### config.mk
export PLATFORM = sky130hd
export DESIGN_NAME = gp_register_file_flat
export DESIGN_NICKNAME = d
export VERILOG_FILES = /design/src/rtl/gp_register_file_if.sv /design/src/rtl/gp_register_file.sv /design/src/flat_wrapper.sv
export SDC_FILE = /design/constraint.sdc
export NUM_CORES = 1
export LEC_CHECK = 0
export ABC_CLOCK_PERIOD_IN_PS = 4200
export BUFFER_PORTS_ARGS = -buffer_cell sky130_fd_sc_hd__buf_2
export CAP_MARGIN = 30
export CORE_UTILIZATION = 35
export DETAILED_ROUTE_END_ITERATION = 8
export GPL_TIMING_DRIVEN = 1
export PLACE_DENSITY = 0.49
export SYNTH_ARGS = -nofsm -noshare
export SYNTH_HDL_FRONTEND = slang
export SYNTH_SLANG_ARGS = --single-unit
### constraint.sdc
create_clock -name i_clock -period 4.2 [get_ports i_clock]
set_input_delay 0.63 -clock i_clock [delete_from_list [all_inputs] [get_ports i_clock]]
set_output_delay 0.63 -clock i_clock [all_outputs]
set_load 0.05 [all_outputs]
### src/rtl/gp_register_file_if.sv
// Register-bus bundle between the decode/writeback stages (master) and the
// general-purpose register file (slave).
interface gp_register_file_if #(
    parameter int DATA_WIDTH = 32,
    parameter int ADDR_WIDTH = 5
);
    logic [ADDR_WIDTH-1:0] i_rdAddrA;
    logic [DATA_WIDTH-1:0] o_rdDataA;
    logic [ADDR_WIDTH-1:0] i_rdAddrB;
    logic [DATA_WIDTH-1:0] o_rdDataB;
    logic [ADDR_WIDTH-1:0] i_wrAddr;
    logic [DATA_WIDTH-1:0] i_wrData;
    logic                  i_wrEnable;
    logic                  o_ready;

    modport master (
        output i_rdAddrA, i_rdAddrB, i_wrAddr, i_wrData, i_wrEnable,
        input  o_rdDataA, o_rdDataB, o_ready
    );

    modport slave (
        input  i_rdAddrA, i_rdAddrB, i_wrAddr, i_wrData, i_wrEnable,
        output o_rdDataA, o_rdDataB, o_ready
    );
endinterface

### src/rtl/gp_register_file.sv
// General-purpose register file: two combinational read ports, one write port,
// x0 hardwired to zero, storage cleared one entry per cycle after reset.
//
// state    | meaning
// ---------+-------------------------------------------------------------
// ST_CLEAR | writing 0 to reg[clr_cnt]; reads return 0, writes ignored
// ST_READY | normal operation, o_ready=1, stays here until reset
module gp_register_file #(
    parameter int DATA_WIDTH = 32,
    parameter int REG_COUNT  = 32,
    parameter int ADDR_WIDTH = $clog2(REG_COUNT),
    parameter bit BYPASS     = 1'b1
) (
    input logic               i_clock,
    input logic               i_reset,
    gp_register_file_if.slave bus
);

    typedef enum logic {
        ST_CLEAR = 1'b0,
        ST_READY = 1'b1
    } state_t;

    localparam logic [ADDR_WIDTH-1:0] LAST_IDX  = ADDR_WIDTH'(REG_COUNT - 1);
    localparam logic [ADDR_WIDTH-1:0] FIRST_IDX = ADDR_WIDTH'(1);

    state_t                  state_q, state_d;
    logic [ADDR_WIDTH-1:0]   clr_cnt_q, clr_cnt_d;
    logic                    ready_q, ready_d;

    // Storage is intentionally not reset so it can map onto a RAM macro.
    logic [DATA_WIDTH-1:0]   mem_q [REG_COUNT];

    logic                    mem_we;
    logic [ADDR_WIDTH-1:0]   mem_waddr;
    logic [DATA_WIDTH-1:0]   mem_wdata;
    logic                    wr_live;
    logic [DATA_WIDTH-1:0]   rd_data_a;
    logic [DATA_WIDTH-1:0]   rd_data_b;

    always_ff @(posedge i_clock) begin
        if (!i_reset) begin
            state_q   <= ST_CLEAR;
            clr_cnt_q <= FIRST_IDX;
            ready_q   <= 1'b0;
        end else begin
            state_q   <= state_d;
            clr_cnt_q <= clr_cnt_d;
            ready_q   <= ready_d;
        end
    end

    always_ff @(posedge i_clock) begin
        if (mem_we) begin
            mem_q[mem_waddr] <= mem_wdata;
        end
    end

    always_comb begin
        state_d   = state_q;
        clr_cnt_d = clr_cnt_q;
        ready_d   = ready_q;
        case (state_q)
            ST_CLEAR: begin
                clr_cnt_d = clr_cnt_q + 1'b1;
                if (clr_cnt_q == LAST_IDX) begin
                    state_d = ST_READY;
                    ready_d = 1'b1;
                end
            end
            ST_READY: begin
                ready_d = 1'b1;
            end
            default: begin
                state_d = ST_CLEAR;
                ready_d = 1'b0;
            end
        endcase
    end

    always_comb begin
        wr_live   = (state_q == ST_READY) && bus.i_wrEnable && (bus.i_wrAddr != '0);
        mem_we    = 1'b0;
        mem_waddr = bus.i_wrAddr;
        mem_wdata = bus.i_wrData;
        // Reset must leave storage untouched, so every write is gated by it.
        if (i_reset) begin
            if (state_q == ST_CLEAR) begin
                mem_we    = 1'b1;
                mem_waddr = clr_cnt_q;
                mem_wdata = '0;
            end else begin
                mem_we = wr_live;
            end
        end
    end

    always_comb begin
        rd_data_a = '0;
        if ((state_q == ST_READY) && (bus.i_rdAddrA != '0)) begin
            if (BYPASS && bus.i_wrEnable && (bus.i_wrAddr == bus.i_rdAddrA)) begin
                rd_data_a = bus.i_wrData;
            end else begin
                rd_data_a = mem_q[bus.i_rdAddrA];
            end
        end
    end

    always_comb begin
        rd_data_b = '0;
        if ((state_q == ST_READY) && (bus.i_rdAddrB != '0)) begin
            if (BYPASS && bus.i_wrEnable && (bus.i_wrAddr == bus.i_rdAddrB)) begin
                rd_data_b = bus.i_wrData;
            end else begin
                rd_data_b = mem_q[bus.i_rdAddrB];
            end
        end
    end

    assign bus.o_rdDataA = rd_data_a;
    assign bus.o_rdDataB = rd_data_b;
    assign bus.o_ready   = ready_q;

endmodule

### src/flat_wrapper.sv
// flat-port wrapper written by rule: the top's interface ports become plain ports
module gp_register_file_flat 
#(
    parameter int DATA_WIDTH = 32,
    parameter int REG_COUNT  = 32,
    parameter int ADDR_WIDTH = $clog2(REG_COUNT),
    parameter bit BYPASS     = 1'b1
)
  (i_clock, i_reset, bus_i_rdAddrA, bus_i_rdAddrB, bus_i_wrAddr, bus_i_wrData, bus_i_wrEnable, bus_o_rdDataA, bus_o_rdDataB, bus_o_ready);
  gp_register_file_if #(.DATA_WIDTH(DATA_WIDTH), .ADDR_WIDTH(ADDR_WIDTH)) bus_i ();
  input logic i_clock;
  input logic i_reset;
  input wire logic [$bits(bus_i.i_rdAddrA)-1:0] bus_i_rdAddrA;
  input wire logic [$bits(bus_i.i_rdAddrB)-1:0] bus_i_rdAddrB;
  input wire logic [$bits(bus_i.i_wrAddr)-1:0] bus_i_wrAddr;
  input wire logic [$bits(bus_i.i_wrData)-1:0] bus_i_wrData;
  input wire logic [$bits(bus_i.i_wrEnable)-1:0] bus_i_wrEnable;
  output wire logic [$bits(bus_i.o_rdDataA)-1:0] bus_o_rdDataA;
  output wire logic [$bits(bus_i.o_rdDataB)-1:0] bus_o_rdDataB;
  output wire logic [$bits(bus_i.o_ready)-1:0] bus_o_ready;
  assign bus_i.i_rdAddrA = bus_i_rdAddrA;
  assign bus_i.i_rdAddrB = bus_i_rdAddrB;
  assign bus_i.i_wrAddr = bus_i_wrAddr;
  assign bus_i.i_wrData = bus_i_wrData;
  assign bus_i.i_wrEnable = bus_i_wrEnable;
  assign bus_o_rdDataA = bus_i.o_rdDataA;
  assign bus_o_rdDataB = bus_i.o_rdDataB;
  assign bus_o_ready = bus_i.o_ready;
  gp_register_file #(.DATA_WIDTH(DATA_WIDTH), .REG_COUNT(REG_COUNT), .ADDR_WIDTH(ADDR_WIDTH), .BYPASS(BYPASS)) u_core (.i_clock(i_clock), .i_reset(i_reset), .bus(bus_i));
endmodule
Word-level counts from Yosys, hierarchy flattened
Memory sizes are Yosys's and may differ from the RTL's.
Index checks and enable logic that the tools add are counted.
{"block": "classes", "addsub": 1, "n_eq_ne": 4, "n_mux": 16, "bitwise": 1, "reduce_logical": 9}
{"op": "$mux 32", "n": 6}
{"op": "$reduce_bool 5->1", "n": 3}
{"op": "$eq 5x5->1", "n": 2}
{"op": "$mux 5", "n": 2}
{"op": "$mux 1", "n": 7}
{"op": "$logic_and 1x1->1", "n": 6}
{"op": "$add 5x1->5 const B", "n": 1}
{"op": "$eq 5x5->1 const B", "n": 1}
{"op": "$ne 2x1->1 const B", "n": 1}
{"op": "$pmux 1 s2", "n": 1}
{"op": "$not 1->1", "n": 1}
{"block": "word_totals", "reg_bits": 7, "ramBits": 1024, "input_bits": 50, "elab_cells": 35, "mem_count": 1}
{"name": "u_core.mem_q", "words": 32, "width": 32, "read_ports": 2, "rd_ports_with_merged_regs": 0, "write_ports": 1, "line": "gp_register_file.sv:32", "source": "logic [DATA_WIDTH-1:0] mem_q [REG_COUNT];"}

Logic depth before layout (Yosys ltp)
{"block": "logic_depth", "word_depth": 6, "mapped_depth": 9, "depth_no_buf": 5}

Least setup slack after synthesis
OpenSTA, ideal clock, no wires.
{"block": "synth_path", "kind": "input port to output port", "from": "input bus_i_rdAddrA[0]", "to": "output bus_o_rdDataA[30]", "arrival_ns": 3.221, "required_ns": 3.570, "path_slack_ns": 0.349, "path_stages": 8, "cell_sequence": "buf_6 > buf_6 > buf_8 > buf_6 > mux2i_1 > a221oi_1 > a211oi_1 > nor4_1"}
{"block": "synth_via", "elab_chain_len": 4}
{"element": "start: declaration", "line": "flat_wrapper.sv:13", "source": "input wire logic [$bits(bus_i.i_rdAddrA)-1:0] bus_i_rdAddrA;"}
{"element": "parallel branches: the longest is 3 deep, another holds $mem_v2 32x32"}
{"element": "$mux 32 (*)", "line": "gp_register_file.sv:100", "source": "if ((state_q == ST_READY) && (bus.i_rdAddrA != '0)) begin"}
{"element": "end: declaration", "line": "flat_wrapper.sv:18", "source": "output wire logic [$bits(bus_i.o_rdDataA)-1:0] bus_o_rdDataA;"}
Every way passes the cells marked *.

Worst setup path in the final report
{"block": "layout_path", "from": "input bus_i_wrAddr[2]", "to": "output bus_o_rdDataB[7]"}
{"block": "layout_via", "elab_chain_len": 4}
{"element": "start: declaration", "line": "flat_wrapper.sv:15", "source": "input wire logic [$bits(bus_i.i_wrAddr)-1:0] bus_i_wrAddr;"}
{"element": "$eq 5x5->1", "line": "gp_register_file.sv:112", "source": "if (BYPASS && bus.i_wrEnable && (bus.i_wrAddr == bus.i_rdAddrB)) begin"}
{"element": "$logic_and 1x1->1", "line": "gp_register_file.sv:112"}
{"element": "$mux 32", "line": "gp_register_file.sv:112"}
{"element": "$mux 32", "line": "gp_register_file.sv:111", "source": "if ((state_q == ST_READY) && (bus.i_rdAddrB != '0)) begin"}
{"element": "end: declaration", "line": "flat_wrapper.sv:19", "source": "output wire logic [$bits(bus_i.o_rdDataB)-1:0] bus_o_rdDataB;"}
Every way passes these cells.

==> impl_metrics.yaml <==
synth:
  synth_common_cells: "edfxtp_1, mux2i_1, mux4_2"
  post_synth_inst_count: 2859
  syn-num-nets: 2911
  async_reset_ff_share_pct: 0
  synth_cell_type_count: 55
  yosys_warnings: 0
  synthTopCellsByArea: "edfxtp_1, mux4_2, mux2i_1"
  synth_seq_cells: 1031
  seq_area_frac_synth_pct: 62.6
  yosysTopAreaCell: "edfxtp_1"
  ys.flop_type: "edfxtp_1"
  synth_edf_count: 1024
  yosysMostFrequentCell: "edfxtp_1"
  syn_area_mm2: 0.0494
  synthDominantCellAreaShare_pct: 62.3
  syn_avg_cell_area_um2: 17.3
die:
  num_io_pins: 115
  start_util_pct: 35.3
  dieArea_mm2: 0.143
  core_mm2: 0.140
  num_rows: 137
  die_w_um: 378
  die_h_um: 378
timing:
  rsz0062_at_grt: "no"
  drv_slew: 0
  fin_skew_ns: 0.0190
  tightestPinTransition_ns: 1.13
  min_period_ns: 4.06
  timing.final.ws_setup_ns: 0.138
  finalCritPeriodShare_pct: 96.7
  fmax_mhz: 246
  setup_tns_ns: 0
  setup_violations: 0
  whs_ns: 0.230
  slew_headroom_pct: 25.0
  finalHoldViolations: 0
placement:
  dp_hpwl_mm: 102
  io_buffers: 114
  place_congestion: 0.820
  dpl_worst_slack_ns: 0.206
  post-place-cells: 4806
power:
  combPwrFrac_pct: 9.0
  p_clk_share_pct: 41.6
  power_frac_seq_pct: 49.4
  switchingPower_mw: 5.51
  p_leak_nw: 19.7
  power_density_mw_per_mm2: 403
  vdd_drop_max_mv: 0.336
  power.internal_mw: 17.7
  switching_share_pct: 23.7
routing:
  wl_per_cell_um: 34.8
  via_per_inst: 6.18
  drt_wl_total_mm: 175
  num_vias: 31081
  drtAntennaViolNets: 0
  drtIter0Drc: 3600
  drc_errors: 0
  drt-pass1-iter-count: 6
clock_tree:
  ctsLongestPathBuffers: 3
  cts_setup_buffers: 0
  cts.clk_slew.worst_paths_ns: 0.05
  postCtsResizedCells: 0
  cts_buffers: 112
  cts_root_buf: "clkbuf_16"
  cts_sinks: 1031
  cts_tree: "built"
  htree_levels: 3
  clk_latency_ns: 0.73
  hold_buffers: 0
global_routing:
  grt_overflow_total: 0
  antenna_found_initial: 12
  grt_use_total_pct: 24.4
  grt_pass1_vias: 31795
  grt_pass1_wl_mm: 244
  grt_start_max_net_pins: 81
worst_setup_path:
  cp_max_fo: 10
  cp-start-kind: "primary input"
  arrival_ns: 3.43
  reg2reg_slack_ns: 0.79
  end_kind: "output port"
  path_class: "primary input to output port"
  rr_endpoint: "u_core.mem_q[15][31]"
  critPathRequiredTime_ns: 3.57
  worstRegToRegCells: 5
  r2r_start: "u_core.state_q"
layout:
  fin_cells: 5028
  layout-drive-gt1-share_pct: 25.9
  nFillCells: 12446
  syn2layout_area_growth_pct: 16.8
  nNetsFinal: 3103
worst_hold_path:
  hold_class: "primary input to flop"
  hp-start: "i_reset"
  min_path_cells: 2
  hold_end: "u_core.clr_cnt_q[0]"
run:
  maxCapViolations: 0
outcome:
  status: "finished clean"
[power groups by stage]
| stage | registers (mW) | logic, mW | clock network [mW] |
|---|---|---|---|
| after floorplan | 11.7 | 1.28 | 0 |
| after global placement | 11.7 | 2.02 | 0 |
| after detailed placement | 11.7 | 2.05 | 0 |
| after CTS | 11.5 | 2.05 | 9.82 |
| after global routing | 11.5 | 2.19 | 10.2 |
| final | 11.5 | 2.08 | 9.67 |
[state kept, by name, summed over array words and instances, names as in the netlist]
register,flops
u_core.mem_q,1024
u_core.clr_cnt_q,5
u_core.bus.o_ready,1
u_core.state_q,1
[logic make-up after synthesis]
logic type	after synthesis	synth area share (%)
and+or+nand+nor	189	2.00
DFF	1031	62.6
adders and majority gates	2	0.0507
buffers and inverters	241	2.86
xor gates and xnor gates	13	0.231
muxes	741	22.5
AOI/OAI and AO/OA	642	9.83
[final cells by class]
class	instances	area, µm²	area share, %
clock inverters	68	588	1.02
well taps	1876	2350	4.07
inverters	3	15.0	0.0260
diodes	4	10.0	0.0173
clock buffers	143	2940	5.10
flip-flops and latches	1031	30900	53.5
multi-input cells	1587	17400	30.2
repair buffers	316	3500	6.07
[worst max-delay path: stages]
cell and delay (ns):
buf_2 0.27, xor2_1 0.60, nor2_1 0.23, a21o_2 0.50, buf_4 0.31, a21oi_1 0.34, a221o_1 0.22, buf_2 0.28
[how the worst max path moves through the flow]
stage | cells after the start | slack (ns) | endpoint | startpoint
after floorplan | 8 | 0.35 | bus_o_rdDataA[30] | bus_i_rdAddrA[0]
after global placement | 8 | 0.17 | bus_o_rdDataB[6] | bus_i_wrAddr[2]
after detailed placement | 8 | 0.21 | bus_o_rdDataB[7] | bus_i_wrAddr[2]
after CTS | 8 | 0.19 | bus_o_rdDataB[7] | bus_i_wrAddr[2]
after global routing | 8 | 0.17 | bus_o_rdDataB[7] | bus_i_wrAddr[2]
final | 8 | 0.14 | bus_o_rdDataB[7] | bus_i_wrAddr[2]
[per-stage QoR]
stage / utilization, % / total power, mW / cell area (µm²)
final: 41.3 / 23.2 / 57700
after global routing: 41.3 / 23.9 / 57700
after CTS: 41.2 / 23.3 / 57500
after detailed placement: 38.6 / 13.7 / 54000
after global placement: 38.6 / 13.7 / 53900
after floorplan: - / 13.0 / 49400
[layer usage]
| metal | share of wire, % | vias up | GRT usage [%] |
|---|---|---|---|
| met5 | 0 | - | 0 |
| met4 | 2.6 | 0 | 6.46 |
| met3 | 8.2 | 290 | 4.71 |
| met2 | 47 | 1505 | 39.0 |
| met1 | 42 | 16690 | 33.8 |
| li1 | - | 12596 | - |
[layout by cell type, fill, tap and decap left out, types with 6 or more instances in the layout]
master / Yosys / final
nor2_4: 0 / 36
clkinv_1: 0 / 29
o21ai_1: 30 / 30
clkbuf_1: 110 / 30
buf_12: 1 / 93
bufinv_16: 0 / 9
a211o_1: 31 / 31
a22oi_1: 62 / 62
mux2i_1: 445 / 445
nand2b_1: 37 / 36
a21oi_1: 127 / 126
xnor2_1: 7 / 7
a21boi_1: 30 / 30
xor2_1: 6 / 6
and2_1: 34 / 34
clkinv_2: 0 / 21
a22o_1: 31 / 31
o22a_1: 31 / 31
edfxtp_1: 1024 / 1024
nand2_1: 23 / 21
dfxtp_1: 7 / 7
buf_4: 13 / 123
a221oi_1: 187 / 187
clkbuf_16: 0 / 116
nor3_1: 32 / 32
mux4_2: 294 / 294
a221o_1: 32 / 32
buf_2: 55 / 87
o21bai_1: 63 / 62
(Power assumes the default switching activity.)
